**src/rtl/multicycle_sequencer.sv**
```systemverilog
// Multicycle MIPS-subset control sequencer: Moore control outputs per state,
// memory stalls via memReady, and a retired-instruction counter.
module multicycle_sequencer (
  input  logic        clock,
  input  logic        reset,
  input  logic [31:0] instr,
  input  logic        memReady,
  input  logic        cond,
  output logic        PCWrite,
  output logic        IorD,
  output logic        IRWrite,
  output logic        memWrite,
  output logic        memToReg,
  output logic        regDst,
  output logic        regWriteEnable,
  output logic        jump,
  output logic        jumpReg,
  output logic        ALUSrcA,
  output logic [1:0]  ALUSrcB,
  output logic [1:0]  PCSrc,
  output logic [1:0]  aluOp,
  output logic [3:0]  state,
  output logic        illegal,
  output logic [31:0] retired
);

  typedef enum logic [3:0] {
    S_FETCH  = 4'd0,  S_DECODE = 4'd1,  S_MEMADR = 4'd2, S_MEMRD = 4'd3,
    S_MEMWB  = 4'd4,  S_MEMWR  = 4'd5,  S_EXEC   = 4'd6, S_ALUWB = 4'd7,
    S_BRANCH = 4'd8,  S_JUMP   = 4'd9,  S_JR     = 4'd10, S_JAL  = 4'd11
  } state_t;

  state_t      r_state;
  state_t      w_next;
  logic [31:0] r_retired;
  logic [5:0]  w_op, w_fn;
  logic        w_rtype_alu, w_decoded, w_retire;
  logic        w_pcw, w_irw, w_mw, w_rwe, w_ill;
  logic        w_unused;

  assign w_op     = instr[31:26];
  assign w_fn     = instr[5:0];
  assign w_unused = ^instr[25:6];

  always_comb begin
    w_rtype_alu = 1'b0;
    if (w_op == 6'b000000) begin
      case (w_fn)
        6'b100000, 6'b100100, 6'b100111,
        6'b000100, 6'b000110, 6'b000111: w_rtype_alu = 1'b1;
        default:                         w_rtype_alu = 1'b0;
      endcase
    end
  end

  always_comb begin
    w_next    = S_FETCH;
    w_decoded = 1'b1;
    case (r_state)
      S_FETCH:  w_next = memReady ? S_DECODE : S_FETCH;
      S_DECODE: begin
        if (w_op == 6'b100011 || w_op == 6'b101011)      w_next = S_MEMADR;
        else if (w_op == 6'b000000 && w_fn == 6'b001000) w_next = S_JR;
        else if (w_rtype_alu)                            w_next = S_EXEC;
        else if (w_op == 6'b000100)                      w_next = S_BRANCH;
        else if (w_op == 6'b000010)                      w_next = S_JUMP;
        else if (w_op == 6'b000011)                      w_next = S_JAL;
        else begin
          w_next    = S_FETCH;
          w_decoded = 1'b0;
        end
      end
      S_MEMADR: w_next = (w_op == 6'b101011) ? S_MEMWR : S_MEMRD;
      S_MEMRD:  w_next = memReady ? S_MEMWB : S_MEMRD;
      S_MEMWR:  w_next = memReady ? S_FETCH : S_MEMWR;
      S_EXEC:   w_next = S_ALUWB;
      default:  w_next = S_FETCH;
    endcase
  end

  // Any instruction-completing return to FETCH counts; illegal decode does not.
  always_comb begin
    case (r_state)
      S_MEMWB, S_ALUWB, S_BRANCH, S_JUMP, S_JR, S_JAL: w_retire = 1'b1;
      S_MEMWR:                                         w_retire = memReady;
      default:                                         w_retire = 1'b0;
    endcase
  end

  always_ff @(posedge clock or posedge reset) begin
    if (reset) begin
      r_state   <= S_FETCH;
      r_retired <= 32'd0;
    end else begin
      r_state <= w_next;
      if (w_retire) r_retired <= r_retired + 32'd1;
    end
  end

  always_comb begin
    w_pcw = 1'b0; IorD = 1'b0; w_irw = 1'b0; w_mw = 1'b0; memToReg = 1'b0;
    regDst = 1'b0; w_rwe = 1'b0; jump = 1'b0; jumpReg = 1'b0; ALUSrcA = 1'b0;
    ALUSrcB = 2'b00; PCSrc = 2'b00; aluOp = 2'b00; w_ill = 1'b0;
    case (r_state)
      S_FETCH:  begin ALUSrcB = 2'b01; w_pcw = memReady; w_irw = memReady; end
      S_DECODE: begin ALUSrcB = 2'b11; w_ill = ~w_decoded; end
      S_MEMADR: begin ALUSrcA = 1'b1; ALUSrcB = 2'b10; end
      S_MEMRD:  begin IorD = 1'b1; ALUSrcA = 1'b1; ALUSrcB = 2'b10; end
      S_MEMWB:  begin w_rwe = 1'b1; memToReg = 1'b1; end
      S_MEMWR:  begin IorD = 1'b1; w_mw = 1'b1; ALUSrcA = 1'b1; ALUSrcB = 2'b10; end
      S_EXEC:   begin ALUSrcA = 1'b1; aluOp = 2'b10; end
      S_ALUWB:  begin ALUSrcA = 1'b1; aluOp = 2'b10; w_rwe = 1'b1; regDst = 1'b1; end
      S_BRANCH: begin ALUSrcA = 1'b1; aluOp = 2'b01; PCSrc = 2'b10; w_pcw = cond; end
      S_JUMP:   begin PCSrc = 2'b10; w_pcw = 1'b1; end
      S_JR:     begin PCSrc = 2'b10; jumpReg = 1'b1; w_pcw = 1'b1; end
      S_JAL:    begin aluOp = 2'b11; w_rwe = 1'b1; jump = 1'b1; PCSrc = 2'b10; w_pcw = 1'b1; end
      default:  ;
    endcase
  end

  // Strobes are forced low during reset since FETCH otherwise follows memReady.
  assign PCWrite        = w_pcw & ~reset;
  assign IRWrite        = w_irw & ~reset;
  assign memWrite       = w_mw  & ~reset;
  assign regWriteEnable = w_rwe & ~reset;
  assign illegal        = w_ill & ~reset;
  assign state          = r_state;
  assign retired        = r_retired;

endmodule

```
**config.mk**
```make
export PLATFORM = sky130hd
export DESIGN_NAME = multicycle_sequencer
export DESIGN_NICKNAME = d
export VERILOG_FILES = /design/src/rtl/multicycle_sequencer.sv
export SDC_FILE = /design/constraint.sdc
export NUM_CORES = 1
export LEC_CHECK = 0
export CORE_AREA = 2 2 76 78
export DETAILED_ROUTE_END_ITERATION = 16
export DIE_AREA = 0 0 78 80
export GPL_TIMING_DRIVEN = 0
export PLACE_DENSITY = 0.85
export SKIP_LAST_GASP = 1
export SLEW_MARGIN = 20
export SYNTH_ARGS = -nofsm -noshare
export SYNTH_HDL_FRONTEND = slang
export SYNTH_SLANG_ARGS = --single-unit
```
**constraint.sdc**
```tcl
create_clock -name clock -period 2.35 [get_ports clock]
set_clock_uncertainty 0.1 [all_clocks]
set_input_delay 0.5875 -clock clock [delete_from_list [all_inputs] [get_ports clock]]
set_output_delay 0.5875 -clock clock [all_outputs]
set_load 0.05 [all_outputs]
```
==> results.tsv <==
stage	metric	value	unit
run_status	outcome	finished with violations	
run_status	violations	negative setup slack	
worst_setup_path	end_kind	primary output	
timing	slew_headroom	42.9	%
routing	drc	0	
place	io_buffers	67	
power_and_ir_drop	powerDensity	510	nW/um2
global_routing	grtUsageTotal	17.9	%
clocking	clk_pin_slew	0.07	ns
final_layout	final_cell_count_no_fill	388	
timing	period_needed	2.40	ns
final_layout	finish.instance_area	3250	um2
clocking	cts-htree-levels	2	
floorplanning	die_y	80	um
synthesis	yosysSeqAreaShare	44.6	%
floorplanning	io_pins	89	
synthesis	synth.most_common_cell	dfrtp_1	
clocking	cts_buffer_depth	2	
global_routing	grt_pass1_vias	1939	
synthesis	synth_top_flop_cell	dfrtp_1	
timing	max_freq	0.417	GHz
synthesis	syn_inst	217	
clocking	numCtsBuffers	5	
worst_setup_path	crit_fanout	2	
floorplanning	rows	27	
min_path	hold_path_class	flip-flop to flip-flop	
synthesis	synth_common_cells	dfrtp_1, nor2_1, nand2_1	
global_routing	grt_first_pass_wirelength	8960	um
global_routing	gr-total-overflow	0	
floorplanning	chipWidth	78	um
clocking	clk_latency	0.28	ns
final_layout	drive_above_1_share	35.1	%
floorplanning	core	5410	um2
timing	worst_slew_pin_slew	0.852	ns
worst_setup_path	critical_path.most_common_cell	and2_4	
timing	rsz0062_at_grt	yes	
synthesis	synth_top_area_share	44.6	%
timing	fin_setup_tns	-0.0841	ns
floorplanning	die-area	6240	um2
place	placed_area	2880	um2
synthesis	syn_area	2020	um2
clocking	cts_sinks	36	
run	maxCapViolCount	0	
worst_setup_path	cp_slowest_cell	or3_4	
synthesis	async_reset_ff_share	100	%
global_routing	grt_start_max_net_pins	20	
routing	dr.pass1.iters	4	
routing	dr.first_iter.drc_count	80	
routing	antenna_left	0	
synthesis	avgSynthCellArea	9.30	um2
final_layout	n_antenna_cell	0	
power_and_ir_drop	ir_worst_vdd	0.333	mV
routing	routed_wl	5620	um
final_layout	area_growth	61.1	%
synthesis	syn_nets	254	
global_routing	antenna_found_initial	0	
clocking	cts-root-buf	clkbuf_8	
power_and_ir_drop	finalPower	1.66	mW
place	place_inst	356	
clocking	cts_tree	done	
worst_setup_path	crit_chain	buf_8 -> or3_4 -> nor2_4 -> and2_4 -> and2_4 -> nor4_4 -> buf_6	
floorplanning	initial_core_util	37.3	%
worst_setup_path	cpPeakStageDelay	0.40	ns
synthesis	ys_warn_count	0	
synthesis	ys_ff_latch	36	
timing	fin_ws	-0.0478	ns
worst_setup_path	crit_type	input port to primary output	
synthesis	synth_area_leaders	dfrtp_1, xnor2_1, xor2_1, nor2_1, nand2_1	
worst_setup_path	cp-start-kind	input port	
routing	num_vias	1963	
power_and_ir_drop	power.leakage	1.38	nW
place	gp_congestion	0.812	
synthesis	yosys.area.top_type	dfrtp_1	
timing	finalHoldViolations	0	
routing	wire_per_inst	14.5	um
routing	viasPerCell	5.06	
timing	setup_viol	2	
place	hpwl	3670	um
clocking	hold_buffers	0	
synthesis	synth_cell_types	47	
worst_setup_path	cp_data_required_time	1.66	ns
timing	period_share	102	%
timing	drv_slew	0	
final_layout	final_nets	352	
worst_setup_path	cp.arrival	1.71	ns
synthesis	synth_enable_flop_cells	0	
==> registers in the layout, summed over array words and instances, names as in the netlist <==
register,flops
retired,32
state,4
==> worst paths after layout <==
check	endpoint	startpoint	slack [ns]	cells past startpoint
min reg2reg	retired[31]	retired[31]	0.37	1
max reg2reg	retired[29]	state[3]	0.19	6
max in group asynchronous	retired[10]	reset	1.17	2
min	retired[31]	retired[31]	0.37	1
min in group asynchronous	retired[3]	reset	0.45	2
max	illegal	instr[29]	-0.05	7
==> metal layers <==
metal  vias up  routed length, um  track usage [%]
li1        953                  -                -
met1       949               2420             21.9
met2        53               2850             31.3
met3         8                272             4.30
met4         0                 70             5.26
met5         -                  0                0
==> per-stage QoR <==
| step | worst slack (ns) | hold slack, ns | util, % |
|---|---|---|---|
| after detailed placement | -1.63 | 0.371 | 53.3 |
| final | -0.0478 | 0.372 | 60.2 |
| after global placement | -1.59 | 0.354 | 53.3 |
| after global routing | -0.0868 | 0.388 | 60.2 |
| after CTS | -0.114 | 0.383 | 58.7 |
| after floorplan | -0.186 | 0.457 | - |
==> cells by family after synthesis <==
kind of cell / after synthesis / share of synthesized area (%)
AO/OA/AOI/OAI: 23 / 8.43
XOR/XNOR: 32 / 13.9
adder cells (fa/ha/maj): 1 / 0.620
buffers and inverters: 13 / 2.67
flip-flops: 36 / 44.6
multiplexers: 1 / 0.558
other: 1 / 0.186
AND/OR/NAND/NOR: 110 / 29.0
==> where the power goes <==
group / switching, mW / internal [mW]
logic: 0.260 / 0.164
registers: 0.0461 / 0.646
clock network: 0.227 / 0.314
total: 0.533 / 1.12
==> layout by cell type, fill, tap and decap left out, types with 2 or more instances in the layout <==
cell type | netlist | layout
nor2_1 | 26 | 18
clkinvlp_2 | 0 | 2
nor3_2 | 1 | 6
nor2b_1 | 4 | 3
nand2_1 | 22 | 21
nor2_4 | 0 | 2
xnor2_1 | 17 | 17
clkbuf_8 | 0 | 6
buf_4 | 1 | 29
dfrtp_1 | 36 | 33
nand4_1 | 6 | 6
clkdlybuf4s15_2 | 0 | 7
and4_1 | 5 | 4
o22ai_1 | 3 | 2
and2_4 | 0 | 2
and3_1 | 6 | 5
o21ai_0 | 3 | 3
inv_1 | 7 | 5
dfrtp_2 | 0 | 3
xor2_1 | 15 | 15
nand3_1 | 11 | 11
nand2b_1 | 4 | 2
nand2b_4 | 1 | 3
clkdlybuf4s50_1 | 0 | 38
a21oi_2 | 0 | 2
buf_6 | 0 | 5
buf_2 | 1 | 11
nor3_1 | 12 | 6
clkinvlp_4 | 0 | 3
nor2_2 | 0 | 6
==> worst max-delay path, delay by kind of cell <==
family	cells	cell delay [ns]
buf+inv	2	0.25
simple gates	5	0.87
==> final cells by class <==
| type | count | area, um2 |
|---|---|---|
| Clock buffer | 5 | 68.8 |
| Buffer | 6 | 51.3 |
| Timing Repair Buffer | 89 | 791 |
| Fill cell | 458 | 2150 |
| Timing Repair inverter | 2 | 10.0 |
| Tap cell | 72 | 90.1 |
| Multi-Input combinational cell | 168 | 1260 |
| Sequential cell | 36 | 905 |
| Inverter | 7 | 33.8 |
| Clock inverter | 3 | 42.5 |
==> what timing repair did <==
action | 4_1_cts | 5_1_grt
resized for setup | 138 | 27
cloned | 2 | 0
endpoints found under the setup margin | 16 | 23
setup buffers | 18 | 4
pin swaps | 11 | 11
Power figures use the tool's default switching activity.
